## src/rtl/mem_b_read_arbiter.sv

```systemverilog
// Port-B read arbiter: two requesters share one 18-bit-addressed read port, with responses returned by owner tag.
// Optional starvation guard for requester 1, enabled by defining MEM_ARB_STARVE_GUARD_EN.
module mem_b_read_arbiter #(
  parameter int ADDR_W   = 18,
  parameter int DATA_W   = 24,
  parameter int READ_LAT = 1,
  parameter int MAX_WAIT = 8
) (
  input  logic              clk,
  input  logic              rst_n,
  input  logic              req0_valid,
  input  logic [ADDR_W-1:0] req0_addr,
  output logic              req0_ready,
  output logic              rsp0_valid,
  output logic [DATA_W-1:0] rsp0_data,
  input  logic              req1_valid,
  input  logic [ADDR_W-1:0] req1_addr,
  output logic              req1_ready,
  output logic              rsp1_valid,
  output logic [DATA_W-1:0] rsp1_data,
  output logic              mem_rd_en,
  output logic [ADDR_W-1:0] mem_addr_b,
  input  logic [DATA_W-1:0] mem_rdata_b,
  output logic [2:0]        inflight
);

  if (READ_LAT < 1 || READ_LAT > 4 || MAX_WAIT < 1) begin : g_bad_param
    $error("mem_b_read_arbiter: READ_LAT must be 1..4 and MAX_WAIT >= 1");
  end

  logic                grant0;
  logic                grant1;
  logic                starve;
  logic [READ_LAT-1:0] vld_q;
  logic [READ_LAT-1:0] own_q;
  logic                rsp0_valid_q;
  logic                rsp1_valid_q;
  logic [DATA_W-1:0]   rsp0_data_q;
  logic [DATA_W-1:0]   rsp1_data_q;
  logic [2:0]          inflight_d;

`ifdef MEM_ARB_STARVE_GUARD_EN
  localparam int WW = $clog2(MAX_WAIT + 1);
  logic [WW-1:0] wait1_q;
  logic [WW-1:0] wait1_d;

  assign starve = (wait1_q == WW'(MAX_WAIT));

  always_comb begin
    wait1_d = wait1_q;
    if (!req1_valid || grant1) begin
      wait1_d = '0;
    end else if (wait1_q != WW'(MAX_WAIT)) begin
      wait1_d = wait1_q + WW'(1);
    end
  end

  always_ff @(posedge clk or negedge rst_n) begin
    if (!rst_n) begin
      wait1_q <= '0;
    end else begin
      wait1_q <= wait1_d;
    end
  end
`else
  assign starve = 1'b0;
`endif

  // Grants are gated by rst_n so nothing is offered while reset is held.
  always_comb begin
    grant1 = rst_n & req1_valid & (starve | ~req0_valid);
    grant0 = rst_n & req0_valid & ~(starve & req1_valid);
  end

  assign req0_ready = grant0;
  assign req1_ready = grant1;
  assign mem_rd_en  = grant0 | grant1;
  assign mem_addr_b = grant0 ? req0_addr : (grant1 ? req1_addr : '0);

  always_ff @(posedge clk or negedge rst_n) begin
    if (!rst_n) begin
      vld_q        <= '0;
      own_q        <= '0;
      rsp0_valid_q <= 1'b0;
      rsp1_valid_q <= 1'b0;
      rsp0_data_q  <= '0;
      rsp1_data_q  <= '0;
    end else begin
      vld_q[0] <= grant0 | grant1;
      own_q[0] <= grant1;
      for (int unsigned i = 1; i < unsigned'(READ_LAT); i++) begin
        vld_q[i] <= vld_q[i-1];
        own_q[i] <= own_q[i-1];
      end
      rsp0_valid_q <= vld_q[READ_LAT-1] & ~own_q[READ_LAT-1];
      rsp1_valid_q <= vld_q[READ_LAT-1] &  own_q[READ_LAT-1];
      if (vld_q[READ_LAT-1] && !own_q[READ_LAT-1]) begin
        rsp0_data_q <= mem_rdata_b;
      end
      if (vld_q[READ_LAT-1] && own_q[READ_LAT-1]) begin
        rsp1_data_q <= mem_rdata_b;
      end
    end
  end

  always_comb begin
    inflight_d = '0;
    for (int unsigned i = 0; i < unsigned'(READ_LAT); i++) begin
      inflight_d = inflight_d + 3'(vld_q[i]);
    end
  end

  assign rsp0_valid = rsp0_valid_q;
  assign rsp1_valid = rsp1_valid_q;
  assign rsp0_data  = rsp0_data_q;
  assign rsp1_data  = rsp1_data_q;
  assign inflight   = inflight_d;

endmodule

```

## config.mk

```make
export PLATFORM = sky130hd
export DESIGN_NAME = mem_b_read_arbiter
export DESIGN_NICKNAME = d
export VERILOG_FILES = /design/src/rtl/mem_b_read_arbiter.sv
export SDC_FILE = /design/constraint.sdc
export NUM_CORES = 1
export LEC_CHECK = 0
export BUFFER_PORTS_ARGS = -buffer_cell sky130_fd_sc_hd__buf_2
export CELL_PAD_IN_SITES_DETAIL_PLACEMENT = 0
export CELL_PAD_IN_SITES_GLOBAL_PLACEMENT = 1
export CORE_ASPECT_RATIO = 1.25
export CORE_UTILIZATION = 33
export CTS_BUF_LIST = sky130_fd_sc_hd__clkbuf_16
export CTS_CLUSTER_SIZE = 8
export DETAILED_ROUTE_END_ITERATION = 8
export PLACE_DENSITY_LB_ADDON = 0.1
export SKIP_LAST_GASP = 1
export SYNTH_ARGS = -nofsm -noshare
export SYNTH_HDL_FRONTEND = slang
export SYNTH_SLANG_ARGS = --single-unit
```

## constraint.sdc

```tcl
create_clock -name clk -period 1.5 [get_ports clk]
set_clock_uncertainty 0.15 [all_clocks]
set_input_delay 0.3 -clock clk [delete_from_list [all_inputs] [get_ports clk]]
set_output_delay 0.3 -clock clk [all_outputs]
set_load 0.02 [all_outputs]
```

## After elaboration in Yosys (flattened, before gate mapping)

Cells that the tools add are included.

- Flip-flop bits (word level): 52
- Input port bits: 64
- Output and inout bits: 74
- Word-level logic and storage cells: 19

- Multiplexer cells: 2
- Bitwise logic cells: 8
- Reductions and logical operators: 3

Operator list:

| cell | count |
|---|---|
| $mux W18 | 2 |
| $and A1 B1 Y1 | 5 |
| $logic_and A1 B1 Y1 | 2 |
| $not A1 Y1 | 2 |
| $logic_not A1 Y1 | 1 |
| $or A1 B1 Y1 | 1 |

## Logic depth before layout (Yosys ltp)

Gate-level depths: netlist of run 1.

- Word-level depth: 4
- Gate-level depth with buffers: 4
- Depth with buffers taken out: 2

## Worst setup path after synthesis of run 1

No wires, ideal clock.

- Path type: in2out
- Start point: in rst_n
- End point: out mem_addr_b[10]
- Data arrival time: 1.091 ns
- Data required time: 1.050 ns
- Setup slack: -0.041 ns
- Stages on the path: 4
- Buffers on the path: 2
- Path through: and2_1 buf_2 buf_2 a32o_1

- Elaborated cells between the ends (all ways): 5
- Those cells by class: 2 x mux; 3 x bitwise

RTL lines:

| item | line | RTL |
|---|---|---|
| start, declared | 10 | `input logic rst_n,` |
| $and A1 B1 Y1 | 72 | `grant0 = rst_n & req0_valid & ~(starve & req1_valid);` |
| named net req0_ready | 13 | `output logic req0_ready,` |
| $mux W18 | 78 | `assign mem_addr_b = grant0 ? req0_addr : (grant1 ? req1_addr : '0);` |
| end, declared | 22 | `output logic [ADDR_W-1:0] mem_addr_b,` |

The timed path passes the listed nets, and every way through them passes these cells.

## Worst setup path after layout of run 1

- Start point: in rst_n
- End point: out mem_addr_b[13]

- Cells in the longest elaborated chain, start to end: 4
- Elaborated cells between the ends (all ways): 5
- Those cells by class: 2 x mux; 3 x bitwise

Ends and longest elaborated chain:

| item | line | RTL |
|---|---|---|
| $and A1 B1 Y1 (2 in series) | 71 | `grant1 = rst_n & req1_valid & (starve \| ~req0_valid);` |
| $mux W18 | 78 |  |
| $mux W18 * | 78 |  |

Mark *: on every way between the ends. The rest lies on a longest branch, timed or not.

==> results.cfg, run 1 <==
[logic_synthesis]
ys_types = 16
synth_cells = 141
synth_top_flop_cell = dfrtp_1
async_reset_ff_share_pct = 100
syn_avg_cell_area_um2 = 16.0
synth_area_mm2 = 0.00226
synth_edf_count = 0
ys_warn_count = 0
seq_area_frac_synth_pct = 57.6
ys_ff_latch = 52

[finish]
design_area_mm2 = 0.00333
fillers = 595
n_antenna_cell = 0
final_nets = 341
layout_common_cells = buf_2, dfrtp_1, mux2_2
drive_above_1_share_pct = 77.7
regArea_mm2 = 0.00130
final_common_cell = buf_2
syn_to_final_growth_pct = 47.3
multi_input_area_um2 = 868

[timing]
clock.fmax_mhz = 647
finalCritPeriodShare_pct = 103
rsz0062_at_grt = yes
max_slew_margin_pct = 55.8
layout_setup_ws_ns = -0.0460
finalCriticalPeriod_ns = 1.55
setup_viol = 18
final-hold-violation-count = 0
fin_tns_setup_ns = -0.552
worst_slew_pin_slew_ns = 0.663
slew_violations = 0

[worst_setup_path]
max_stage_delay_ns = 0.27
worstPathArrival_ns = 1.10
required_ns = 1.05
rrSetupSlack_ns = 0.09
crit_path_max_fanout = 19
critPathLaunchType = primary input
r2r.worst_path.cells = 3
crit_slowest_cell = a32o_2
r2r-start = own_q$_DFF_PN0_
setup.worst_path.end_class = output pin
r2r-end = rsp0_data[22]$_DFFE_PN0P_
crit_type = in -> out
cp_cell_sequence = buf_2 > nor2b_4 > buf_12 > a32o_2 > buf_6

[grt]
grt_pass1_wl_mm = 8.71
grt-ovfl-total = 0
gr-usage-all-layers_pct = 15.8
antenna_found_initial = 0
grt_max_degree = 53
grt_pass1_vias = 1668

[route]
drtIter0Drc = 55
viasPerCell = 4.65
drcViolationCount = 0
drtAntennaViolNets = 0
wl_mm = 5.62
vias = 1699
drt_pass1_iterations = 3
post_drt_wl_per_cell_um = 15.4

[floorplan]
die-area_mm2 = 0.00718
io_pins = 138
die_h_um = 94.5
start_util_pct = 34.4
core_mm2 = 0.00657
row_count = 33
die_w_um = 76.0

[placed_design]
port_buffers = 135
dp_hpwl_mm = 3.98
routabilityCongestion = 0.701
placed_area_mm2 = 0.00307

[cts]
cts_tree = done
root_buffer = clkbuf_16
cts-buffers-inserted = 5
clk_latency_ns = 0.28
clockBufferDepth = 2
worst_setup_hold_path_clk_slew_ns = 0.06
clock_sinks = 52
htree_levels = 2
postCtsHoldBufs = 0

[status]
violations = negative setup slack
status = complete, but fails checks

[power]
vdd_ir_drop_max_mv = 0.622
pwr_density_cell_mw_per_mm2 = 1260
p_leak_nw = 1.76
p_total_mw = 4.18

[flow_run]
drv_cap = 0

[min_path]
hp-class = in -> async
logic make-up (layout without fill, tap and decap cells):
group | count (synthesis) | in the layout | synth area share [%]
buffers and inverters | 16 | 152 | 5.38
DFF | 52 | 52 | 57.6
and+or+nand+nor | 5 | 5 | 1.39
muxes | 48 | 48 | 27.1
other | 1 | 2 | 0.166
AOI/OAI and AO/OA | 19 | 19 | 8.31
metrics by stage:
stage / hold slack (ns) / setup WS, ns / util, % / std cells
floorplan: -0.146 / 0.0195 / - / 142
global placement: 0.332 / -0.0927 / 46.7 / 358
detailed placement: 0.339 / -0.0938 / 46.7 / 358
CTS: 0.0675 / -0.0422 / 50.5 / 365
global route: 0.0995 / -0.0586 / 50.7 / 365
finish: 0.0328 / -0.0460 / 50.7 / 365
area by class of cell:
class,instances,area share [%]
Clock buffer,5,3.76
Clock inverter,3,0.640
Inverter,2,0.226
Multi-Input combinational cell,74,26.1
Sequential cell,52,39.1
Tap cell,87,3.27
Timing Repair Buffer,142,26.9
report_power, final:
group / internal (mW) / switching (mW) / total [mW]
Clock: 0.622 / 0.502 / 1.12
Combinational: 0.588 / 0.690 / 1.28
Sequential: 1.66 / 0.121 / 1.78
sequential cells by signal, indices dropped and copies added, names as in the netlist:
register    count
vld_q           1
rsp0_valid      1
rsp0_data      24
rsp1_data      24
own_q           1
rsp1_valid      1
critical path, delay by kind of cell:
family	cells	cell delay, ns
AO/OA/AOI/OAI	1	0.27
AND/OR/NAND/NOR	1	0.13
buffers and inverters	3	0.39
cell usage after synthesis, types with 2 or more instances:
master,count,area (µm²)
buf_4,4,30.0
buf_12,2,40.0
a32o_1,18,180
clkbuf_1,2,7.51
dfrtp_1,52,1300
mux2_2,29,327
inv_1,2,7.51
and2_1,2,12.5
buf_2,5,25.0
mux2_4,19,285
worst max path at each step:
stage / startpoint / endpoint / cells after the start
4_1_cts: rst_n / mem_addr_b[10] / 5
6_report: rst_n / mem_addr_b[13] / 5
5_1_grt: rst_n / mem_addr_b[10] / 5
3_3_place_gp: rst_n / mem_addr_b[14] / 5
2_1_floorplan: rst_n / mem_addr_b[10] / 4
3_5_place_dp: rst_n / mem_addr_b[14] / 5
routing by layer:
metal / vias up / wire length (µm) / GRT usage [%]
li1: 788 / - / -
met1: 827 / 2300 / 19.0
met2: 72 / 2910 / 27.2
met3: 12 / 264 / 3.19
met4: 0 / 138 / 7.69
met5: - / 0 / 0
repair_timing:
item	CTS	global route
pin swaps	3	6
endpoints found under the setup margin	19	19
setup buffers	2	1
gates resized for setup	39	6
No activity file was read; power rests on OpenSTA's default activity.
==> inputs of run 2 (changes only) <==
--- a/config.mk
+++ b/config.mk
@@ -5,11 +5,12 @@
 export SDC_FILE = /design/constraint.sdc
 export NUM_CORES = 1
 export LEC_CHECK = 0
+export ABC_AREA = 1
 export BUFFER_PORTS_ARGS = -buffer_cell sky130_fd_sc_hd__buf_2
 export CELL_PAD_IN_SITES_DETAIL_PLACEMENT = 0
 export CELL_PAD_IN_SITES_GLOBAL_PLACEMENT = 1
 export CORE_ASPECT_RATIO = 1.25
-export CORE_UTILIZATION = 33
+export CORE_UTILIZATION = 29
 export CTS_BUF_LIST = sky130_fd_sc_hd__clkbuf_16
 export CTS_CLUSTER_SIZE = 8
 export DETAILED_ROUTE_END_ITERATION = 8
==> run 2 against run 1 <==
- the flow now finishes without violations
- largest cell class unchanged
- clock power barely moved
- global-route usage grew 0.16 points
- sequential power barely moved
- synthesized cell count up 99%
==> results.cfg, run 2 <==
[cts]
cts-buffers-inserted = 5
cts_tree = done
worst_setup_hold_path_clk_slew_ns = 0.07
htree_levels = 2
clk_latency_ns = 0.28
root_buffer = clkbuf_16
clockBufferDepth = 2
clock_sinks = 52

[floorplan]
io_pins = 138
core_mm2 = 0.00744
die_w_um = 80.8
die-area_mm2 = 0.00812
die_h_um = 100
start_util_pct = 30.2
row_count = 35

[timing]
max_slew_margin_pct = 56.6
setup_viol = 0
finalCritPeriodShare_pct = 95.4
fin_tns_setup_ns = 0
finalCriticalPeriod_ns = 1.43
rsz0062_at_grt = yes
slew_violations = 0
clock.fmax_mhz = 699
layout_setup_ws_ns = 0.0694
worst_slew_pin_slew_ns = 0.652
final-hold-violation-count = 0

[status]
status = finished, final reports clean

[worst_setup_path]
worstPathArrival_ns = 0.98
r2r.worst_path.cells = 4
crit_slowest_cell = buf_2
cp_cell_sequence = buf_2 > buf_4 > nand2_1 > nor2_1 > buf_2
r2r-end = rsp1_data[15]$_DFFE_PN0P_
max_stage_delay_ns = 0.19
crit_type = in -> out
required_ns = 1.05
setup.worst_path.end_class = output pin
crit_path_max_fanout = 12
rrSetupSlack_ns = 0.24
cp_common_cell = buf_2
r2r-start = own_q$_DFF_PN0_
critPathLaunchType = primary input

[finish]
drive_above_1_share_pct = 38.1
fillers = 802
final_common_cell = nand2_1
final_nets = 483
syn_to_final_growth_pct = 42.0
final_cells = 512
n_antenna_cell = 0
layout_common_cells = nand2_1, buf_2, dfrtp_1

[placed_design]
routabilityCongestion = 0.717
dpl.cell_count = 503
dpl_worst_slack_ns = 0.0334
dp_hpwl_mm = 4.54
port_buffers = 135

[grt]
grt_pass1_vias = 2145
grt_max_degree = 52
gr-usage-all-layers_pct = 15.9
antenna_found_initial = 1
grt_pass1_wl_mm = 10.0
grt-ovfl-total = 0

[power]
power_frac_seq_pct = 43.6
power_frac_comb_pct = 28.5
power_switching_mw = 1.40
vdd_ir_drop_max_mv = 0.594
p_int_mw = 2.68
clkPwrFrac_pct = 27.8
pwr_density_cell_mw_per_mm2 = 1280
swShare_pct = 34.2
p_leak_nw = 1.94

[logic_synthesis]
synth_common_cells = nand2_1, dfrtp_1, nand4_1, buf_2, buf_4
yosys-top-cells-area = dfrtp_1, nand2_1, nand4_1
synth_cells = 280
yosysTopAreaCell = dfrtp_1
yosysMostFrequentCell = nand2_1
ys_types = 13
ys_warn_count = 0
synth_edf_count = 0
synth_area_mm2 = 0.00225
async_reset_ff_share_pct = 100
seq_area_frac_synth_pct = 57.8
syn_avg_cell_area_um2 = 8.03
synth_top_flop_cell = dfrtp_1
ys_ff_latch = 52
synth_top_area_share_pct = 57.8

[route]
top_layer = met5
vias = 2205
wl_met1_mm = 2.58
drtIter0Drc = 80
drt_pass1_iterations = 4
wl_mm = 6.25
drtAntennaViolNets = 0
route.met2.wl_mm = 3.14
post_drt_wl_per_cell_um = 12.2
drcViolationCount = 0
viasPerCell = 4.31
dr_wl_met3_um = 454

[flow_run]
drv_cap = 0

[min_path]
hold_depth = 3
hp-class = in -> reg
hold_start = mem_rdata_b[3]
hold_end = rsp1_data[3]$_DFFE_PN0P_
## run 2: per-layer routing
layer	track usage [%]	up-vias
met5	0	-
met4	2.88	2
met3	3.98	8
met2	29.9	79
met1	18.0	979
li1	-	1137
## run 2: power by group through the flow
| stage | combinational (mW) | sequential, mW | clock, mW |
|---|---|---|---|
| 2_1_floorplan | 0.361 | 2.13 | 0 |
| 3_5_place_dp | 1.18 | 1.81 | 0 |
| 5_1_grt | 1.30 | 1.82 | 1.23 |
| 4_1_cts | 1.19 | 1.79 | 1.19 |
| 6_report | 1.17 | 1.78 | 1.14 |
| 3_3_place_gp | 1.18 | 1.80 | 0 |
## run 2: final cells by class
cell class | instances | area [µm²] | area share (%)
sequential | 52 | 1300 | 40.7
clock buffer | 5 | 125 | 3.92
timing repair buffer | 148 | 782 | 24.5
inverter | 5 | 18.8 | 0.587
clock inverter | 3 | 21.3 | 0.666
tap | 92 | 115 | 3.60
multi-input combinational | 207 | 832 | 26.0
## run 2: per-stage QoR
| step | hold slack (ns) | util, % | instance area [µm²] | total power [mW] |
|---|---|---|---|---|
| after floorplan | -0.146 | - | 2250 | 2.49 |
| after global placement | 0.0947 | 40.7 | 3030 | 2.98 |
| after detailed placement | 0.0979 | 40.7 | 3030 | 2.99 |
| after CTS | 0.0602 | 42.8 | 3190 | 4.16 |
| after global routing | 0.0765 | 42.9 | 3200 | 4.35 |
| final | 0.0683 | 42.9 | 3200 | 4.08 |
## run 2: worst max-delay path by stage
stage	from	endpoint	slack (ns)	cells past startpoint
floorplan	req1_valid	req1_ready	0.01	4
global placement	rst_n	mem_addr_b[12]	0.05	7
detailed placement	req1_valid	req1_ready	0.03	4
CTS	req1_valid	req1_ready	0.03	4
global route	rst_n	req1_ready	-0.03	5
finish	rst_n	req1_ready	0.07	5
## run 2: cell families (layout without fill, tap and decap cells)
family	after synthesis	in the layout	share of synthesized area [%]
and+or+nand+nor	205	205	36.7
DFF	52	52	57.8
buffers and inverters	22	161	5.34
other	1	2	0.167
## run 2: what timing repair did
action	4_1_cts	5_1_grt
resized for setup	0	3
setup endpoints to repair	0	19
hold buffers	1	0
buffers inserted	0	0
endpoints found under the hold margin	1	0
## run 2: critical path: cells and delay by family
family | cells | cell delay (ns)
and+or+nand+nor | 2 | 0.22
buffers and inverters | 3 | 0.46
==> inputs of run 3 (changes only) <==
--- a/config.mk
+++ b/config.mk
@@ -7,7 +7,8 @@
 export LEC_CHECK = 0
 export ABC_AREA = 1
 export BUFFER_PORTS_ARGS = -buffer_cell sky130_fd_sc_hd__buf_2
-export CELL_PAD_IN_SITES_DETAIL_PLACEMENT = 0
+export CAP_MARGIN = 20
+export CELL_PAD_IN_SITES_DETAIL_PLACEMENT = 1
 export CELL_PAD_IN_SITES_GLOBAL_PLACEMENT = 1
 export CORE_ASPECT_RATIO = 1.25
 export CORE_UTILIZATION = 29
==> run 3 against run 2 <==
- non-clock buffer count stayed put
- die area unchanged
- cell area about the same
- sequential power about the same
- global-route usage increased by 1.6 points
- power decreased by 0.60%
- worst hold slack better by 0.0083 ns
- critical path depth increased by 2
- fmax down 0.25%
- register-to-register slack is essentially flat
- largest power group unchanged
- combinational power barely moved
==> results.cfg, run 3 (synthesized netlist as in run 2, its figures left out) <==
[floorplan]
die-area_mm2 = 0.00812
core_mm2 = 0.00744
die_w_um = 80.8
io_pins = 138
row_count = 35
die_h_um = 100
start_util_pct = 30.2

[min_path]
hp-class = in -> reg
hold_depth = 3
hold_start = mem_rdata_b[7]

[grt]
gr-usage-all-layers_pct = 17.6
grt-ovfl-total = 0
grtUsageMet2_pct = 33.6
gr-usage-met1_pct = 19.4
busiest_layer = met2
grt_max_degree = 52
antenna_found_initial = 1
grt_pass1_wl_mm = 11.0
grt_pass1_vias = 2401
grt.met3_usage_pct = 4.25

[route]
drtIter0Drc = 77
drcViolationCount = 0
vias = 2323
drt_pass1_iterations = 4
post_drt_wl_per_cell_um = 13.3
drtAntennaViolNets = 0
wl_mm = 6.79
viasPerCell = 4.54

[cts]
clockBufferDepth = 2
root_buffer = clkbuf_16
cts_setup_buffers = 0
cts_tree = done
worst_setup_hold_path_clk_slew_ns = 0.07
clk_latency_ns = 0.28
htree_levels = 2
clock_sinks = 52
cts-buffers-inserted = 5

[timing]
final-hold-violation-count = 0
fin_tns_setup_ns = 0
max_slew_margin_pct = 56.2
finalCriticalPeriod_ns = 1.43
setup_viol = 0
finalCritPeriodShare_pct = 95.6
worst_slew_pin_slew_ns = 0.656
rsz0062_at_grt = yes
clock.fmax_mhz = 697
slew_violations = 0

[power]
clkPwrFrac_pct = 26.9
p_int_mw = 2.67
vdd_ir_drop_max_mv = 0.533
power_frac_comb_pct = 29.1
power_frac_seq_pct = 44.0
power_switching_mw = 1.39
p_leak_nw = 1.94
p_total_mw = 4.06
swShare_pct = 34.1
pwr_density_cell_mw_per_mm2 = 1270

[status]
status = finished, final reports clean

[worst_setup_path]
r2r-start = own_q$_DFF_PN0_
worstPathArrival_ns = 0.98
crit_type = in -> out
startpoint = rst_n
r2r.worst_path.cells = 4
setup.worst_path.end_class = output pin
required_ns = 1.05
crit_path_max_fanout = 8
critPathLaunchType = primary input

[finish]
drive_above_1_share_pct = 37.6
final_nets = 483
fin_util_pct = 42.9
syn_to_final_growth_pct = 42.0
final_cells = 512
final_common_cell = nand2_1
design_area_mm2 = 0.00319
layout_common_cells = nand2_1, buf_2, dfrtp_1
n_antenna_cell = 0

[placed_design]
placed_area_mm2 = 0.00303
dpl.cell_count = 503
routabilityCongestion = 0.717
dp_hpwl_mm = 5.02
port_buffers = 135

[flow_run]
drv_cap = 0
==> run 3: cell counts in the layout (fill, tap and decap cells not counted) <==
No cell type changed its count.
==> run 3: power groups by stage <==
stage	Combinational [mW]	Clock (mW)	Sequential, mW
2_1_floorplan	0.361	0	2.13
3_3_place_gp	1.18	0	1.80
3_5_place_dp	1.20	0	1.81
4_1_cts	1.20	1.14	1.79
5_1_grt	1.31	1.19	1.82
6_report	1.18	1.09	1.79
==> run 3: critical path, stage by stage <==
cell and delay, ns:
buf_2 0.11, nand2_1 0.10, inv_2 0.05, buf_4 0.15, nand2_1 0.06, nand2_1 0.05
buf_4 0.15
==> run 3: cell type report <==
type / instances / area (µm²)
repair buffers: 148 / 787
inverters: 5 / 18.8
flip-flops and latches: 52 / 1300
clock buffers: 5 / 125
multi-input cells: 207 / 832
clock inverters: 3 / 15.0
well taps: 92 / 115
fillers: 965 / 4250
==> run 3: final timing paths <==
| path | to | slack (ns) |
|---|---|---|
| max in group asynchronous | rsp1_data[17]$_DFFE_PN0P_ | 0.58 |
| worst min register to register | rsp1_data[15]$_DFFE_PN0P_ | 0.32 |
| min in group asynchronous | rsp0_data[12]$_DFFE_PN0P_ | 0.20 |
| worst min-delay path | rsp0_data[7]$_DFFE_PN0P_ | 0.08 |
| worst max-delay path | mem_addr_b[17] | 0.07 |
| worst max register to register | rsp1_data[5]$_DFFE_PN0P_ | 0.24 |
==> run 3: what timing repair did <==
action	4_1_cts	5_1_grt
setup endpoints to repair	0	19
hold buffers	1	0
resized for setup	0	5
endpoints found under the hold margin	1	0
==> run 3: through the flow <==
| step | setup slack, ns | hold slack, ns |
|---|---|---|
| 6_report | 0.0658 | 0.0766 |
| 5_1_grt | -0.00889 | 0.0788 |
| 4_1_cts | 0.0137 | 0.0594 |
| 3_5_place_dp | 0.0201 | 0.102 |
| 3_3_place_gp | 0.0478 | 0.0947 |
| 2_1_floorplan | 0.0124 | -0.146 |
==> run 3: routing by layer <==
layer	part of all wire, %	wire, µm
met5	0.28	19
met4	0.60	41
met3	6.6	448
met2	54	3640
met1	39	2650
